[src/rtl/irq_controller_if.sv]
// Signal bundle between the interrupt controller and its surroundings (sources, mask, core handshake).
// The slave modport is the controller's view; the master modport is the view of whatever drives it.
interface irq_controller_if #(
  parameter int NSRC = 8,
  parameter int IDW  = 3,
  parameter int CW   = 8
);
  logic [NSRC-1:0] irq_src;
  logic [NSRC-1:0] irq_mask;
  logic            ExtlAck;
  logic            ExtIRQ;
  logic [IDW-1:0]  irq_id;
  logic [NSRC-1:0] irq_pending;
  logic [CW-1:0]   irq_lost_cnt;

  modport slave (
    input  irq_src, irq_mask, ExtlAck,
    output ExtIRQ, irq_id, irq_pending, irq_lost_cnt
  );

  modport master (
    output irq_src, irq_mask, ExtlAck,
    input  ExtIRQ, irq_id, irq_pending, irq_lost_cnt
  );
endinterface

[src/rtl/irq_controller.sv]
// External interrupt controller: synchronises and edge-detects sources, holds pending events,
// and presents the lowest-index unmasked event to the core with an ExtIRQ/ExtlAck handshake.
module irq_controller #(
  parameter int NSRC = 8,
  parameter int IDW  = 3,
  parameter int CW   = 8
) (
  input  logic               CLOCK_50,
  input  logic               reset,
  irq_controller_if.slave    bus
);

  typedef enum logic [1:0] {IDLE, REQ, ACKWAIT} stateT;

  stateT           stateReg, stateNext;
  logic            extIrqReg, extIrqNext;
  logic [IDW-1:0]  irqIdReg, irqIdNext;
  logic [NSRC-1:0] pendingReg, pendingNext;
  logic [CW-1:0]   lostCntReg, lostCntNext;
  logic [NSRC-1:0] srcEdge;
  logic [NSRC-1:0] clearVec;
  logic [NSRC-1:0] eligible;
  logic [IDW-1:0]  winner;
  logic            anyLoss;

  // Two flops resolve metastability; the third gives the previous level for edge detection.
  for (genvar gi = 0; gi < NSRC; gi++) begin : gSync
    logic [2:0] syncReg;
    always_ff @(posedge CLOCK_50 or posedge reset) begin
      if (reset) syncReg <= '0;
      else       syncReg <= {syncReg[1:0], bus.irq_src[gi]};
    end
    assign srcEdge[gi] = syncReg[1] & ~syncReg[2];
  end

  always_comb begin
    clearVec = '0;
    if (stateReg == REQ && bus.ExtlAck) clearVec[irqIdReg] = 1'b1;
  end

  // A new edge on the source being cleared survives: the OR comes after the clear.
  assign pendingNext = (pendingReg & ~clearVec) | srcEdge;
  assign anyLoss     = |(srcEdge & pendingReg & ~clearVec);
  assign lostCntNext = (anyLoss && lostCntReg != {CW{1'b1}}) ? lostCntReg + 1'b1 : lostCntReg;
  assign eligible    = pendingReg & bus.irq_mask;

  always_comb begin
    winner = '0;
    for (int i = NSRC - 1; i >= 0; i--) begin
      if (eligible[i]) winner = IDW'(i);
    end
  end

  always_comb begin
    stateNext  = stateReg;
    extIrqNext = extIrqReg;
    irqIdNext  = irqIdReg;
    unique case (stateReg)
      IDLE: begin
        extIrqNext = 1'b0;
        if (|eligible) begin
          irqIdNext  = winner;
          extIrqNext = 1'b1;
          stateNext  = REQ;
        end
      end
      REQ: begin
        extIrqNext = 1'b1;
        if (bus.ExtlAck) begin
          extIrqNext = 1'b0;
          stateNext  = ACKWAIT;
        end
      end
      ACKWAIT: begin
        extIrqNext = 1'b0;
        if (!bus.ExtlAck) stateNext = IDLE;
      end
      default: begin
        extIrqNext = 1'b0;
        stateNext  = IDLE;
      end
    endcase
  end

  always_ff @(posedge CLOCK_50 or posedge reset) begin
    if (reset) begin
      stateReg   <= IDLE;
      extIrqReg  <= 1'b0;
      irqIdReg   <= '0;
      pendingReg <= '0;
      lostCntReg <= '0;
    end else begin
      stateReg   <= stateNext;
      extIrqReg  <= extIrqNext;
      irqIdReg   <= irqIdNext;
      pendingReg <= pendingNext;
      lostCntReg <= lostCntNext;
    end
  end

  assign bus.ExtIRQ       = extIrqReg;
  assign bus.irq_id       = irqIdReg;
  assign bus.irq_pending  = pendingReg;
  assign bus.irq_lost_cnt = lostCntReg;

endmodule

[src/flat_wrapper.sv]
// flat-port wrapper written by rule: the top's interface ports become plain ports
module irq_controller_flat 
#(
  parameter int NSRC = 8,
  parameter int IDW  = 3,
  parameter int CW   = 8
)
  (CLOCK_50, reset, bus_irq_src, bus_irq_mask, bus_ExtlAck, bus_ExtIRQ, bus_irq_id, bus_irq_pending, bus_irq_lost_cnt);
  irq_controller_if #(.NSRC(NSRC), .IDW(IDW), .CW(CW)) bus_i ();
  input  logic CLOCK_50;
  input  logic reset;
  input wire logic [$bits(bus_i.irq_src)-1:0] bus_irq_src;
  input wire logic [$bits(bus_i.irq_mask)-1:0] bus_irq_mask;
  input wire logic [$bits(bus_i.ExtlAck)-1:0] bus_ExtlAck;
  output wire logic [$bits(bus_i.ExtIRQ)-1:0] bus_ExtIRQ;
  output wire logic [$bits(bus_i.irq_id)-1:0] bus_irq_id;
  output wire logic [$bits(bus_i.irq_pending)-1:0] bus_irq_pending;
  output wire logic [$bits(bus_i.irq_lost_cnt)-1:0] bus_irq_lost_cnt;
  assign bus_i.irq_src = bus_irq_src;
  assign bus_i.irq_mask = bus_irq_mask;
  assign bus_i.ExtlAck = bus_ExtlAck;
  assign bus_ExtIRQ = bus_i.ExtIRQ;
  assign bus_irq_id = bus_i.irq_id;
  assign bus_irq_pending = bus_i.irq_pending;
  assign bus_irq_lost_cnt = bus_i.irq_lost_cnt;
  irq_controller #(.NSRC(NSRC), .IDW(IDW), .CW(CW)) u_core (.CLOCK_50(CLOCK_50), .reset(reset), .bus(bus_i));
endmodule
[config.mk]
export PLATFORM = sky130hd
export DESIGN_NAME = irq_controller_flat
export DESIGN_NICKNAME = d
export VERILOG_FILES = /design/src/rtl/irq_controller_if.sv /design/src/rtl/irq_controller.sv /design/src/flat_wrapper.sv
export SDC_FILE = /design/constraint.sdc
export NUM_CORES = 1
export LEC_CHECK = 0
export ABC_AREA = 1
export CORE_MARGIN = 2
export CORE_UTILIZATION = 46
export DETAILED_ROUTE_END_ITERATION = 8
export PLACE_DENSITY = 0.85
export SLEW_MARGIN = 20
export SYNTH_ARGS = -nofsm -noshare
export SYNTH_HDL_FRONTEND = slang
export SYNTH_SLANG_ARGS = --single-unit
[constraint.sdc]
create_clock -name CLOCK_50 -period 2.15 [get_ports CLOCK_50]
set_input_delay 0.5375 -clock CLOCK_50 [delete_from_list [all_inputs] [get_ports CLOCK_50]]
set_output_delay 0.5375 -clock CLOCK_50 [all_outputs]
set_load 0.01 [all_outputs]
# Word-level counts from Yosys, hierarchy flattened
# Cells that the tools add are included.
dict set report word_totals {
  ff_bits 46
  inputBits 19
  output_inout_bits 20
  wordCells 70
}
dict set report op_classes {
  n_addsub 1
  magnitude_cmp 2
  eq_ne 6
  mux 18
  bitwise_logic 22
  n_reduce_logical 8
}
# cell n
set ops {}
lappend ops {{$and A8 B8 Y8} 4}
lappend ops {{$mux W3} 8}
lappend ops {{$reduce_or A8 Y1} 2}
lappend ops {{$add A8 B1 Y8 const B} 1}
lappend ops {{$and A1 B1 Y1} 8}
lappend ops {{$mux W8} 1}
lappend ops {{$ne A8 B8 Y1 const B} 1}
lappend ops {{$not A1 Y1} 8}
lappend ops {{$not A8 Y8} 1}
lappend ops {{$or A8 B8 Y8} 1}
lappend ops {{$mux W2} 3}
lappend ops {{$pmux W2 S3} 1}
lappend ops {{$lt A3 B4 Y1 const B} 1}
lappend ops {{$ne A2 B2 Y1 const B} 2}
lappend ops {{$demux W1 S3} 1}
lappend ops {{$ge A3 B1 Y1 const B} 1}
lappend ops {{$logic_and A1 B1 Y1} 3}
lappend ops {{$mux W1} 3}
lappend ops {{$reduce_and A3 Y1} 1}
lappend ops {{$eq A2 B1 Y1 const B} 1}
lappend ops {{$eq A2 B2 Y1 const B} 1}
lappend ops {{$logic_not A2 Y1} 1}
lappend ops {{$ne A2 B1 Y1 const B} 1}
lappend ops {{$pmux W1 S2} 1}
lappend ops {{$reduce_and A2 Y1} 1}

# Longest topological paths before layout
dict set report logic_depth {
  word_depth 9
  mapped_depth 11
  mapped_depth_nobuf 11
}

# Worst setup path before layout
# OpenSTA, ideal clock, no wires.
dict set report synth_path {
  path_type {register -> register}
  from {register u_core.lostCntReg[0] (netlist: u_core.bus.irq_lost_cnt[0])}
  to {register u_core.lostCntReg[6] (netlist: u_core.bus.irq_lost_cnt[6])}
  setup_ns 0.117
  t_arrival_ns 1.298
  required_ns 2.033
  path_slack_ns 0.735
  stages_incl_launch_ff 9
  path_buffers 0
  period_less_slack_ns 1.415
  cell_sequence {dfrtp_1 > ha_1 > nand3_1 > nor2_1 > nand2_1 > a21oi_1 > nand2_1 > nand2_1 > nand2_1}
}
dict set report synth_via {
  elab_chain_cells 2
  elab_cells_between_ends 3
  classes_between {add/sub (1); eq/ne (1); reduce/logical (1)}
}
# item line_no
set synth_rtl {}
lappend synth_rtl {{start, declared} irq_controller.sv:19} ;# logic [CW-1:0] lostCntReg, lostCntNext;
lappend synth_rtl {{start signal, assigned} irq_controller.sv:97} ;# lostCntReg <= lostCntNext;
lappend synth_rtl {{parallel branches: the longest is 2 deep, another holds $add A8 B1 Y8} -}
# Several ways; the timed one is not identified.
# A chain may end at the register's enable or synchronous reset.

# Final worst setup path
dict set report layout_path {
  from {register u_core.irqIdReg[0] (netlist: u_core.bus.irq_id[0])}
  to {output port bus_irq_id[0]}
}
# item line_no
set layout_lines {}
lappend layout_lines {{start, declared} irq_controller.sv:17} ;# logic [IDW-1:0] irqIdReg, irqIdNext;
lappend layout_lines {{start signal, assigned} irq_controller.sv:95} ;# irqIdReg <= irqIdNext;
lappend layout_lines {{end, declared} flat_wrapper.sv:16} ;# output wire logic [$bits(bus_i.irq_id)-1:0] bus_irq_id;
# No word-level cell between the ends.

==> flow_summary.ini <==
[floorplanning]
die_w_um = 68.1
io-pin-count = 39
rows = 23
core_area_um2 = 3970
die-area_um2 = 4640
die_y_um = 68.1
start_util = 0.476

[timing]
slew_headroom = 0.828
hold_violations = 0
worstMarginPinSlew_ns = 0.258
setup_tns_ns = 0
max_freq_mhz = 526
setup-violations-final = 0
maxSlewViolCount = 0
min_period_over_period = 0.884
rsz0062_at_grt = false
layout_min_cycle_time_ns = 1.90
clock_skew_ns = 0.00431

[power_and_ir_drop]
power.internal_w = 0.00176
p_leak_nw = 1.18
p_clk_frac = 0.193
swShare = 0.344
peakVddDrop_uv = 687
p_comb_frac = 0.340
p_sw_w = 0.000924
p_seq_frac = 0.467
power_density_nw_per_um2 = 1100

[finish]
multi_input_area_um2 = 667
fillers = 357
design_area_um2 = 2440
syn_to_final_growth_pct = 29.3
final_layout_size_suffix_gt1_frac = 0.0650
final_nets = 265
regArea_um2 = 1150
n_antenna_cell = 0

[clock_tree]
ctsHoldBuffers = 0
cts_tree = yes
cts_root_buffer = clkbuf_8
clock_path_buffers = 2
clock_latency_ns = 0.28
clk_pin_slew_ns = 0.08
ctsResizeCount = 0
numCtsBuffers = 5
cts_htree_levels = 2
cts_num_sinks = 46
cts_setup_buffers = 0

[setup_path]
cp_cell_sequence = clkdlybuf4s50_1
crit_family = buffers and inverters
max_stage_delay_ns = 0.59
worstPathMaxFanout = 7
start_kind = flip-flop
cp_num_buf_inv = 1
critPathSlowestCell = clkdlybuf4s50_1
crit_type = reg -> out
crit_required_ns = 1.61
cp.arrival_ns = 1.36
crit_path_end_kind = output port

[synthesis]
avgSynthCellArea_um2 = 9.49
syn-num-nets = 219
yosysSeqAreaShare = 0.609
synth_cell_types = 20
postSynthCellCount = 199
yosysWarnings = 0
synth_area_um2 = 1890
synth-seq-cells = 46

[placed_design]
port_buffers = 38
post-dp-hpwl_um = 2650
place_congestion = 0.823
placed_area_um2 = 2350

[detailed_routing]
wl_um = 3540
drt_iter0_drc = 129
ant_nets = 0
via_per_inst = 4.95
route.detailed.drc = 0
vias = 1465
drt_pre_antenna_iters = 4
wl_per_cell_um = 12.0

[flow_run]
maxCapViolations = 0

[worst_hold_path]
holdCritPathClass = reg -> reg

[global_routing]
grt_antenna_before_repair = 0
grt_pass1_wl_um = 5870
grt_overflow_total = 0
grt_pass1_vias = 1354
grt_max_degree = 47
grt_usage = 0.173

[status]
status = complete, no violations
==> power groups by stage <==
stage,registers [W],clock network (W),logic [W]
after global placement,0.00126,0,0.000882
after global routing,0.00129,0.000577,0.00104
after floorplan,0.00128,0,0.000456
final,0.00125,0.000519,0.000913
after CTS,0.00125,0.000534,0.000922
after detailed placement,0.00127,0,0.000913
==> stage by stage <==
step,worst slack [ns],util,hold WS [ns],instances,total power (W)
after detailed placement,0.0709,0.592,0.336,288,0.00218
after CTS,0.244,0.615,0.354,296,0.00271
after global routing,0.191,0.615,0.362,296,0.00290
after global placement,0.111,0.592,0.332,288,0.00214
final,0.248,0.615,0.350,296,0.00269
after floorplan,0.525,-,0.331,199,0.00174
==> Yosys cell counts <==
cell type	n	share of area
nand3_1	14	0.037
o21a_1	2	0.0079
nand2_4	2	0.012
nand4_1	3	0.0099
dfrtp_1	46	0.61
inv_1	18	0.036
a21oi_1	3	0.0079
ha_1	1	0.0066
a22oi_1	1	0.0040
nor2_2	2	0.0066
nand2_1	65	0.13
nand2_2	1	0.0033
o21ai_0	14	0.037
nand3_2	1	0.0053
nor2_1	12	0.024
xor2_1	4	0.019
xnor2_1	1	0.0046
inv_2	1	0.0020
nand4_4	1	0.011
nor3b_1	7	0.028
==> per-layer routing <==
metal / wire length [um] / up-vias / track usage
li1: - / 725 / -
met4: 18 / 0 / 0.0725
met1: 1490 / 704 / 0.212
met2: 1860 / 34 / 0.296
met3: 170 / 2 / 0.0362
met5: 0 / - / 0
==> placed cells by master, fill, tap and decap left out, types with 2 or more instances in the layout <==
| master | count |
|---|---|
| a21oi_1 | 3 |
| clkbuf_8 | 6 |
| clkdlybuf4s50_1 | 38 |
| dfrtp_1 | 46 |
| inv_1 | 17 |
| nand2_1 | 65 |
| nand2_4 | 2 |
| nand3_1 | 14 |
| nand4_1 | 3 |
| nor2_1 | 12 |
| nor2_2 | 2 |
| nor3b_1 | 7 |
| o21a_1 | 2 |
| o21ai_0 | 14 |
| xor2_1 | 4 |
==> registers in the layout, indices dropped and copies added, names as in the netlist <==
name	flops
u_core.gSync.syncReg	24
u_core.bus.irq_lost_cnt	8
u_core.bus.irq_pending	8
u_core.bus.irq_id	3
u_core.stateReg	2
u_core.bus.ExtIRQ	1
==> path summary, 6_finish.rpt <==
path	cells past startpoint	endpoint	startpoint	slack [ns]
worst max-delay path	1	bus_irq_id[0]	u_core.bus.irq_id[0]	0.25
worst min-delay path	0	u_core.gSync[3].syncReg[1]	u_core.gSync[3].syncReg[0]	0.35
worst max register to register	8	u_core.bus.irq_lost_cnt[6]	u_core.bus.irq_lost_cnt[0]	0.62
worst min register to register	0	u_core.gSync[3].syncReg[1]	u_core.gSync[3].syncReg[0]	0.35
max in group asynchronous	3	u_core.bus.irq_pending[6]	reset	1.35
min in group asynchronous	3	u_core.gSync[0].syncReg[0]	reset	0.59
==> cell type report <==
| class | instances | share of cell area |
|---|---|---|
| clock buffer | 7 | 0.0353 |
| clock inverter | 1 | 0.00205 |
| inverter | 19 | 0.0292 |
| multi-input combinational | 134 | 0.273 |
| sequential | 46 | 0.471 |
| tap | 50 | 0.0256 |
| timing repair buffer | 39 | 0.164 |
==> cells by family after synthesis <==
logic type | Yosys count | synth area share
AND/OR/NAND/NOR | 108 | 0.266
flip-flops | 46 | 0.609
AO/OA/AOI/OAI | 20 | 0.0570
buffers and inverters | 19 | 0.0377
XOR/XNOR | 5 | 0.0232
adder cells (fa/ha/maj) | 1 | 0.00662
==> worst reg2reg max path, cell delays in order (launching register included) <==
cell and delay, ns:
dfrtp_1 0.42, ha_1 0.22, nand3_1 0.13, nor2_1 0.22
nand2_1 0.08, a21oi_1 0.18, nand2_1 0.08, nand2_1 0.06
nand2_1 0.05
Power figures use the tool's default switching activity.
